**src/rtl/draw_sprite.sv**
```systemverilog
`default_nettype none
// ============================================================================
// Module   : draw_sprite
// Brief    : Draws one 16x16 8bpp sprite into a 320x240 frame buffer.
//            Reads the sprite ROM row by row, clips off-screen pixels and
//            skips the transparent colour key. Fixed 266-cycle duration.
// Revision : 1.0 - initial release
// ============================================================================
module draw_sprite #(
   parameter logic [7:0] TRANSPARENT = 8'h00
) (
   input  logic        clk,
   input  logic        rst_n,
   input  logic        start,
   input  logic [7:0]  image,
   input  logic [16:0] coordinates,
   output logic        rdy,
   output logic [15:0] img_addr,
   input  logic [7:0]  img_data,
   output logic        fb_we,
   output logic [16:0] fb_addr,
   output logic [7:0]  fb_data
);

   localparam logic [1:0]  S_IDLE  = 2'd0;
   localparam logic [1:0]  S_DIV   = 2'd1;
   localparam logic [1:0]  S_DRAW  = 2'd2;
   localparam logic [1:0]  S_FLUSH = 2'd3;

   localparam logic [16:0] LINE_PIXELS   = 17'd320;
   localparam logic [16:0] SCREEN_PIXELS = 17'd76800;
   localparam logic [9:0]  SCREEN_W      = 10'd320;
   localparam logic [8:0]  SCREEN_H      = 9'd240;

   logic [1:0]  state;
   logic [7:0]  image_q;
   logic        off_screen;
   logic [16:0] rem;          // division remainder; holds x0 once DIV ends
   logic [7:0]  quo;          // division quotient; holds y0 once DIV ends
   logic [2:0]  div_step;
   logic [7:0]  pix;          // {row, col} of the address currently issued
   logic [16:0] row_base;     // frame-buffer address of (row, col=0)

   // Pipeline stage aligning the pixel address with the ROM read data
   logic        stg_valid;
   logic        stg_clip;
   logic [16:0] stg_addr;

   logic [16:0] div_sub;
   logic [3:0]  row;
   logic [3:0]  col;
   logic [9:0]  x_sum;
   logic [8:0]  y_sum;
   logic        pix_clip;
   logic [16:0] pix_addr;

   assign div_sub  = LINE_PIXELS << div_step;
   assign row      = pix[7:4];
   assign col      = pix[3:0];
   // Sums are one bit wider than the screen limits so they never wrap
   assign x_sum    = {1'b0, rem[8:0]} + {6'd0, col};
   assign y_sum    = {1'b0, quo} + {5'd0, row};
   assign pix_clip = off_screen || (x_sum >= SCREEN_W) || (y_sum >= SCREEN_H);
   assign pix_addr = row_base + {13'd0, col};

   assign rdy      = (state == S_IDLE);

   // Write strobe is combinational from the stage so reset drops it at once
   always_comb begin
      fb_we   = 1'b0;
      fb_addr = 17'd0;
      fb_data = 8'd0;
      if (stg_valid && !stg_clip && (img_data != TRANSPARENT)) begin
         fb_we   = 1'b1;
         fb_addr = stg_addr;
         fb_data = img_data;
      end
   end

   // Control FSM: accept, divide coordinates by 320, scan 256 pixels, flush
   always_ff @(posedge clk or negedge rst_n) begin
      if (!rst_n) begin
         state      <= S_IDLE;
         image_q    <= 8'd0;
         off_screen <= 1'b0;
         rem        <= 17'd0;
         quo        <= 8'd0;
         div_step   <= 3'd0;
         pix        <= 8'd0;
         row_base   <= 17'd0;
         img_addr   <= 16'd0;
         stg_valid  <= 1'b0;
         stg_clip   <= 1'b0;
         stg_addr   <= 17'd0;
      end else begin
         case (state)
            S_IDLE: begin
               stg_valid <= 1'b0;
               if (start) begin
                  image_q    <= image;
                  rem        <= coordinates;
                  row_base   <= coordinates;
                  quo        <= 8'd0;
                  off_screen <= (coordinates >= SCREEN_PIXELS);
                  div_step   <= 3'd7;
                  state      <= S_DIV;
               end
            end
            S_DIV: begin
               // Restoring division, one quotient bit per cycle, MSB first
               if (rem >= div_sub) begin
                  rem           <= rem - div_sub;
                  quo[div_step] <= 1'b1;
               end
               if (div_step == 3'd0) begin
                  pix      <= 8'd0;
                  img_addr <= {image_q, 8'h00};
                  state    <= S_DRAW;
               end else begin
                  div_step <= div_step - 3'd1;
               end
            end
            S_DRAW: begin
               stg_valid <= 1'b1;
               stg_clip  <= pix_clip;
               stg_addr  <= pix_addr;
               if (col == 4'd15) begin
                  row_base <= row_base + LINE_PIXELS;
               end
               if (pix == 8'hFF) begin
                  state <= S_FLUSH;
               end else begin
                  pix      <= pix + 8'd1;
                  img_addr <= {image_q, pix + 8'd1};
               end
            end
            default: begin
               // FLUSH: the stage holds the last pixel for exactly this cycle
               stg_valid <= 1'b0;
               stg_clip  <= 1'b0;
               stg_addr  <= 17'd0;
               state     <= S_IDLE;
            end
         endcase
      end
   end

endmodule
`default_nettype wire
```
**config.mk**
```make
export PLATFORM = sky130hd
export DESIGN_NAME = draw_sprite
export DESIGN_NICKNAME = d
export VERILOG_FILES = /design/src/rtl/draw_sprite.sv
export SDC_FILE = /design/constraint.sdc
export NUM_CORES = 1
export LEC_CHECK = 0
export ABC_AREA = 1
export CORE_MARGIN = 2
export CORE_UTILIZATION = 35
export CTS_CLUSTER_DIAMETER = 120
export DETAILED_ROUTE_END_ITERATION = 7
export PLACE_DENSITY = 0.59
export REMOVE_ABC_BUFFERS = 1
export SLEW_MARGIN = 25
export SYNTH_ARGS = -nofsm -noshare
export SYNTH_HDL_FRONTEND = slang
export SYNTH_SLANG_ARGS = --single-unit
export TNS_END_PERCENT = 10
```
**constraint.sdc**
```tcl
create_clock -name clk -period 2.33 [get_ports clk]
set_input_delay 0.466 -clock clk [delete_from_list [all_inputs] [get_ports clk]]
set_output_delay 0.466 -clock clk [all_outputs]
set_load 0.02 [all_outputs]
```
## After elaboration in Yosys (flattened, before gate mapping)

Index checks and enable logic that the tools add are counted.

| word-level totals | value |
|---|---|
| bits in registers | 99 |
| logic and storage cells | 86 |

| cells by class | value |
|---|---|
| $add $sub $neg | 7 |
| $lt $le $gt $ge | 6 |
| equality and inequality tests | 11 |
| shift operators | 1 |
| muxes and demuxes | 29 |
| bitwise logic cells | 1 |
| reduce and logical (&&, ||, !) cells | 19 |

Operators by type and width:

| kind | number |
|---|---|
| one-hot mux 17 bit (2 select lines) | 3 |
| two-way mux 17 bit | 4 |
| two-way mux 8 bit | 5 |
| two-way mux 16 bit | 2 |
| one-hot mux 16 bit (2 select lines) | 1 |
| one-hot mux 8 bit (2 select lines) | 2 |
| adder 17 x 4 -> 17 bit | 1 |
| adder 17 x 9 -> 17 bit (second input constant) | 1 |
| greater-or-equal comparator 17 bit | 1 |
| greater-or-equal comparator 17 bit (second input constant) | 1 |
| left shift 9 x 3 -> 17 bit (first input constant) | 1 |
| subtractor 17 bit | 1 |
| AND reduction 3 bit | 5 |
| inequality test 2 bit (second input constant) | 7 |
| adder 9 x 4 -> 10 bit | 1 |
| greater-or-equal comparator 10 x 9 -> 1 bit (second input constant) | 1 |
| adder 8 x 4 -> 9 bit | 1 |
| greater-or-equal comparator 9 x 8 -> 1 bit (second input constant) | 1 |
| adder 8 x 1 -> 8 bit (second input constant) | 1 |
| equality test 8 bit (second input constant) | 1 |
| OR 8 bit | 1 |
| nonzero test 8 bit | 1 |
| two-way mux 2 bit | 3 |
| two-way mux 3 bit | 2 |
| other kinds (19) | 26 |

## Longest topological paths before layout

Gate-level depths: netlist of the first run.

| logic depth | value |
|---|---|
| word-level depth | 7 |
| gate-level depth with buffers | 17 |
| depth with buffers taken out | 15 |

## Worst setup path before layout of the first run

Ideal clock, no wire load.

| timing | value |
|---|---|
| path kind | reg-to-reg |
| from | reg div_step[0] |
| to | reg quo[1] |
| arrival time | 2.397 ns |
| slack | -0.132 ns |
| cell stages (with the launch flop) | 18 |
| period minus slack after synthesis | 2.462 ns |
| cells stage by stage | dfrtp_1 -> clkbuf_1 -> inv_1 -> ha_1 -> nand2_1 -> ha_1 -> inv_2 -> nand2_2 -> nand2_1 -> nand2_2 -> nand3_2 -> nand3_2 -> nor2_2 -> nand2_1 -> nand2_4 -> buf_6 -> nand2_1 -> nand2_1 |

| on the way | value |
|---|---|
| longest elaborated chain between the ends | 7 |

RTL lines:

| element | line | source |
|---|---|---|
| start, declared | 40 | `logic [2:0] div_step;` |
| start signal, assigned | 120 | `div_step <= div_step - 3'd1;` |
| branches (longest 7 deep; another with greater-or-equal comparator 17 bit) | -- |  |
| end signal, assigned | 87 | `quo <= 8'd0;` |
| end signal, assigned | 103 | `quo <= 8'd0;` |
| end signal, assigned by index | 113 | `quo[div_step] <= 1'b1;` |
| end, declared | 39 | `logic [7:0] quo;` |

Several ways; the timed one is not identified. The select of a mux whose other input is x is not followed.
A chain may end at the register's enable or synchronous reset.

## Final worst setup path of the first run

| timing | value |
|---|---|
| from | in img_data[6] |
| to | out fb_addr[6] |

| on the way | value |
|---|---|
| longest elaborated chain between the ends | 3 |

RTL lines:

| element | line | source |
|---|---|---|
| start, declared | 19 | `input logic [7:0] img_data,` |
| nonzero test 8 bit | 73 | `if (stg_valid && !stg_clip && (img_data != TRANSPARENT)) begin` |
| logical AND 1 bit | 73 |  |
| two-way mux 17 bit | 73 |  |
| end, declared | 21 | `output logic [16:0] fb_addr,` |

No other way between the ends.

==> impl_metrics.ini, run 1 <==
[timing]
max_freq_ghz = 0.442
slew_headroom = 0.703
period_share = 0.972
rsz0062_at_grt = true
tightest_slew_ns = 0.445
finalMaxSlewViolations = 0
hold_viol_final = 0
min_period_ns = 2.26
setup_viol = 0
fin_tns_setup_ns = 0
setup_ws_ns = 0.0656
fin_hold_ws_ns = 0.0288
skew_ns = 0.00864

[global_route]
grt_overflow_total = 0
grt_start_max_net_pins = 44
grt_pass1_wl_mm = 25.6
antenna_found_initial = 0
grt_use_total = 0.180
first_global_vias = 5238

[clock_tree]
cts_buffer_depth = 2
cts_made_buffers = 9
cts_hold_buf = 0
clock_sinks = 91
worst_skew_pair.late_latency_ns = 0.35
cts-htree-levels = 3
cts_root_buf = clkbuf_16
cts_tree = yes
worst_setup_hold_path_clk_slew_ns = 0.07

[floorplan]
pin_count = 79
start_util = 0.354
fp.dieH_um = 133
die_w_um = 133
dieArea_um2 = 17700
rows = 47
core_area_um2 = 16500

[layout]
design_area_um2 = 7550
fin_cells = 1169
nets = 1016
final_common_cell = nand2_1
fin_util = 0.458
area_growth_pct = 29.3
num_antenna_cells = 0
drive_above_1_share = 0.144
final_cell_mix = nand2_1 (269), inv_1 (101), dfrtp_1 (88)

[synthesis]
syn-instance-count = 825
yosys_warnings = 0
synth_top_cell_area_share = 0.390
yosys.area.top_type = dfrtp_1
synth_cell_types = 38
syn_avg_cell_area_um2 = 7.07
ys_seq_area_frac = 0.390
synth-seq-cells = 91
synthTopCellsByArea = dfrtp_1 (39%), nand2_1 (18%), ha_1 (7.1%)
syn_area_um2 = 5840

[power]
combinationalPowerShare = 0.120
p_seq_frac = 0.435
p_per_area_nw_per_um2 = 488
peakVddDrop_v = 0.000424
swShare = 0.248
power_leakage_nw = 3.95
p_total_mw = 3.69
intPower_mw = 2.77
power_frac_clock = 0.444
switchingPower_mw = 0.915

[route]
ant_nets = 0
via_count = 5508
routed_wl_mm = 15.4
top_layer_used = met4
routed_via_density = 4.71
drt_first_pass_iters = 5
wl_met1_mm = 7.47
wl_per_cell_um = 13.2
met3WireLength_um = 644
dr_wl_met2_mm = 7.07
drtIter0Drc = 354
drcViolationCount = 0

[place]
post_dp_cell_area_um2 = 7120
placed_cells = 1145
gp_congestion = 0.854
hpwl_mm = 11.5
pre_cts_ws_ns = -0.350
portBuffers = 78

[critical_path]
crit_fanout = 25
r2r_cells = 15
r2r_setup_slack_ns = 0.10
required_ns = 1.86
r2r_start = div_step[0]$_DFFE_PN0P_
crit_start = img_data[6]
crit_type = in2out
endpoint_kind = output port
arrival_ns = 1.80
critPathLaunchType = input pin

[run]
cap_viol_max_count = 0

[status]
outcome = complete, no violations

[hold_path]
hp-class = in2async
-- repair_timing --
item                                    CTS  global route
endpoints found under the setup margin   46            46
setup buffers                             3             4
cloned                                    0             1
pin swaps                                 1             4
gates resized for setup                  69            42
-- registers in the layout (all words and copies together) (netlist names) --
signal and cells:
img_addr 16, quo 8, row_base 17, state 2, stg_valid 1, rem 17
stg_addr 17, image_q 8, off_screen 1, stg_clip 1, div_step 3
-- cells in the mapped netlist, drive strengths merged --
| cell | instances |
|---|---|
| a21oi | 31 |
| ha | 33 |
| a211oi | 1 |
| nand2 | 282 |
| buf | 13 |
| nor3 | 11 |
| xnor2 | 3 |
| o31ai | 4 |
| or2 | 3 |
| nand3 | 36 |
| nand4 | 12 |
| o21a | 4 |
| xor2 | 9 |
| dfrtp | 91 |
| fa | 3 |
| nor2 | 88 |
| a31oi | 4 |
| inv | 110 |
| mux2i | 2 |
| clkbuf | 9 |
| nand3b | 2 |
| o22ai | 11 |
| o221ai | 1 |
| a21o | 2 |
| o21ai | 57 |
| o211ai | 3 |
-- worst paths after layout --
| path | end |
|---|---|
| min in group clk | img_addr[9]$_DFFE_PN0P_ |
| max in group asynchronous | rem[14]$_DFFE_PN0P_ |
| worst min register to register | img_addr[9]$_DFFE_PN0P_ |
| worst max register to register | rem[12]$_DFFE_PN0P_ |
| worst min-delay path | stg_addr[2]$_DFFE_PN0N_ |
| worst max-delay path | fb_addr[6] |
-- routing by layer --
| layer | GRT usage | vias up |
|---|---|---|
| met4 | 0.0644 | 0 |
| li1 | - | 2859 |
| met2 | 0.289 | 133 |
| met1 | 0.246 | 2498 |
| met5 | 0 | - |
| met3 | 0.0297 | 18 |
-- cell families after synthesis --
kind of cell / Yosys count / synth area share
and+or+nand+nor: 434 / 0.303
adders and majority gates: 36 / 0.0810
DFF: 91 / 0.390
buffers and inverters: 132 / 0.0898
AOI/OAI and AO/OA: 118 / 0.114
xor gates and xnor gates: 12 / 0.0180
muxes: 2 / 0.00343
-- final cells by class --
| cell class | count | area (µm²) |
|---|---|---|
| fill | 1724 | 8920 |
| multi-input combinational | 603 | 3120 |
| timing repair buffer | 129 | 1130 |
| clock buffer | 11 | 243 |
| clock inverter | 5 | 85.1 |
| sequential | 91 | 2280 |
| inverter | 110 | 418 |
| tap | 220 | 275 |
-- worst max-delay path, cell delays in order --
cell and delay (ns):
clkdlybuf4s50_1 0.45, inv_1 0.05, nand4_1 0.08, nor2_1 0.06, nor2_2 0.17, inv_6 0.12
nor2_1 0.13, clkdlybuf4s15_2 0.27
-- power by group through the flow --
stage / logic (mW) / clock network [mW] / registers (mW)
6_report: 0.444 / 1.64 / 1.60
5_1_grt: 0.498 / 1.73 / 1.60
4_1_cts: 0.440 / 1.67 / 1.60
3_5_place_dp: 0.445 / 0 / 1.63
3_3_place_gp: 0.442 / 0 / 1.63
2_1_floorplan: 0.206 / 0 / 1.63
Note: power is estimated with default switching activity, not from simulation.
==> inputs of run 2 (changes only) <==
--- a/config.mk
+++ b/config.mk
@@ -8,7 +8,7 @@
 export ABC_AREA = 1
 export CORE_MARGIN = 2
 export CORE_UTILIZATION = 35
-export CTS_CLUSTER_DIAMETER = 120
+export CTS_BUF_LIST = sky130_fd_sc_hd__clkbuf_2
 export DETAILED_ROUTE_END_ITERATION = 7
 export PLACE_DENSITY = 0.59
 export REMOVE_ABC_BUFFERS = 1
==> constraint.sdc (replaced) <==
create_clock -name clk -period 2.33 [get_ports clk]
set_input_delay 0.233 -clock clk [delete_from_list [all_inputs] [get_ports clk]]
set_output_delay 0.233 -clock clk [all_outputs]
set_load 0.02 [all_outputs]
==> run 2 against run 1 <==
The run now ends with setup timing left. Hold slack improved by 0.045 ns. Non-clock buffer count increased by 4. Die area unchanged. Flip-flop and latch count unchanged. Register-to-register slack got worse by 0.15 ns. Sequential share of layout area decreased by 0.40 points. Wire length increased by 4.9%. Critical endpoint is now quo[6]$_DFFE_PN0P_. Largest power group is now sequential cells. Highest routed layer unchanged.
==> impl_metrics.ini, run 2 (same netlist as run 1, synthesis figures left out) <==
[global_route]
first_global_vias = 5235
grt_overflow_total = 0
grt_pass1_wl_mm = 25.7
grt_use_total = 0.179
grt_start_max_net_pins = 38
antenna_found_initial = 1

[clock_tree]
cts-htree-levels = 3
cts_root_buf = clkbuf_2
clock_sinks = 91
cts_buffer_depth = 2
cts_tree = yes
worst_setup_hold_path_clk_slew_ns = 0.27
worst_skew_pair.late_latency_ns = 0.63
cts_made_buffers = 9

[critical_path]
crit_chain = buf_6 > inv_8 > ha_4 > nand2_2 > ha_4 > nand2_1 > nor2_2 > nand3_2 > nand3_4 > nor2_4 > a21oi_4 > clkbuf_16 > nand2_1 > nand2_1
arrival_ns = 2.97
required_ns = 2.92
cpPeakStageDelay_ns = 0.50
crit_type = reg2reg
critPathLaunchType = flip-flop
path_common_cell = nand2_1
r2r_setup_slack_ns = -0.05
endpoint_kind = flip-flop
crit_fanout = 9
slowest_stage = dfrtp_1

[power]
power_frac_clock = 0.270
power_leakage_nw = 3.93
combinationalPowerShare = 0.169
switchingPower_mw = 0.890
intPower_mw = 1.98
swShare = 0.310
peakVddDrop_v = 0.000210
p_per_area_nw_per_um2 = 376
p_seq_frac = 0.561
p_total_mw = 2.87

[timing]
rsz0062_at_grt = true
min_period_ns = 2.38
hold_viol_final = 0
period_share = 1.02
slew_headroom = 0.645
setup_viol = 14
skew_ns = 0.0368
tightest_slew_ns = 0.532
setup_ws_ns = -0.0499
fin_tns_setup_ns = -0.371
max_freq_ghz = 0.420
finalMaxSlewViolations = 0

[floorplan]
pin_count = 79
die_w_um = 133
dieArea_um2 = 17700
fp.dieH_um = 133
rows = 47
start_util = 0.354
core_area_um2 = 16500

[layout]
design_area_um2 = 7650
nets = 1021
register_area_um2 = 2280
drive_above_1_share = 0.161
layout_top_registers = rem (17), row_base (17), stg_addr (17)
fin_util = 0.464
final_cell_mix = nand2_1 (265), inv_1 (101), dfrtp_1 (88)
area_growth_pct = 31.0
multi_input_area_um2 = 3260
final_common_cell = nand2_1
fin_cells = 1176
n_fill_cell = 1701

[hold_path]
hp-class = in2async

[route]
wl_per_cell_um = 13.8
drt_first_pass_iters = 5
drtIter0Drc = 325
via_count = 5598
drcViolationCount = 0
routed_via_density = 4.76
routed_wl_mm = 16.2
ant_nets = 0

[place]
gp_congestion = 0.871
post_dp_cell_area_um2 = 7110
hpwl_mm = 11.7
placed_cells = 1144
portBuffers = 78

[status]
violations = setup timing
outcome = finished, violations left

[run]
cap_viol_max_count = 0
run 2: changes by cell type in the layout (fill, tap and decap cells not counted), sizes merged:
cell           change
buf                -2
bufinv             -2
clkbuf            -11
clkdlybuf4s15     +15
clkinv             +1
diode              +2
dlygate4sd3        +1
inv                +2
nand2              +1
run 2: power groups by stage:
stage / logic (mW) / registers [mW] / clock network [mW]
final: 0.486 / 1.61 / 0.776
after detailed placement: 0.446 / 1.63 / 0
after floorplan: 0.206 / 1.63 / 0
after global placement: 0.446 / 1.63 / 0
after global routing: 0.541 / 1.62 / 0.860
after CTS: 0.444 / 1.61 / 0.798
run 2: layout make-up:
| cell class | instances | area share |
|---|---|---|
| diodes | 2 | 0.000654 |
| inverters | 110 | 0.0556 |
| multi-input cells | 604 | 0.426 |
| well taps | 220 | 0.0360 |
| flip-flops and latches | 91 | 0.298 |
| clock buffers | 10 | 0.00654 |
| repair buffers | 133 | 0.171 |
| clock inverters | 6 | 0.00622 |
run 2: final timing paths:
kind / startpoint / cells after the start / endpoint
setup / recovery: div_step[0]$_DFFE_PN0P_ / 14 / quo[6]$_DFFE_PN0P_
hold / removal: rst_n / 2 / stg_addr[2]$_DFFE_PN0N_
setup reg to reg: div_step[0]$_DFFE_PN0P_ / 14 / quo[6]$_DFFE_PN0P_
hold reg to reg: stg_clip$_DFFE_PN0N_ / 2 / stg_clip$_DFFE_PN0N_
max in group asynchronous: rst_n / 3 / row_base[12]$_DFFE_PN0P_
min in group clk: image[6] / 3 / image_q[6]$_DFFE_PN0P_
run 2: metrics by stage:
stage / hold WS (ns) / setup WS (ns)
3_3_place_gp: 0.239 / 0.0265
3_5_place_dp: 0.239 / -0.0478
2_1_floorplan: -0.0626 / 0.0174
5_1_grt: 0.0717 / -0.165
6_report: 0.0733 / -0.0499
4_1_cts: 0.0435 / -0.0479
run 2: routing by layer:
layer  global-route usage  wire length (µm)  vias up
met5                    0                 0        -
met1                0.249              7730     2590
met4               0.0514               192        0
li1                     -                 -     2873
met2                0.293              7600      118
met3               0.0259               676       17
run 2: critical path: cells and delay by family (launching register included):
family | cells | cell delay, ns
AOI/OAI and AO/OA | 1 | 0.28
buffers and inverters | 3 | 0.44
and+or+nand+nor | 8 | 0.71
adders and majority gates | 2 | 0.43
DFF | 1 | 0.50
run 2: repair_timing:
item / 4_1_cts / 5_1_grt
setup buffers: 0 / 9
hold buffers: 1 / 0
hold endpoints to repair: 70 / 0
gates cloned: 0 / 4
gates resized for setup: 84 / 49
pin swaps: 1 / 7
setup endpoints to repair: 46 / 46
==> inputs of run 3 (changes only) <==
--- a/config.mk
+++ b/config.mk
@@ -12,7 +12,6 @@
 export DETAILED_ROUTE_END_ITERATION = 7
 export PLACE_DENSITY = 0.59
 export REMOVE_ABC_BUFFERS = 1
-export SLEW_MARGIN = 25
 export SYNTH_ARGS = -nofsm -noshare
 export SYNTH_HDL_FRONTEND = slang
 export SYNTH_SLANG_ARGS = --single-unit
==> results of run 3 <==
No change in the layout: final DEF, timing and power equal those of run 2.
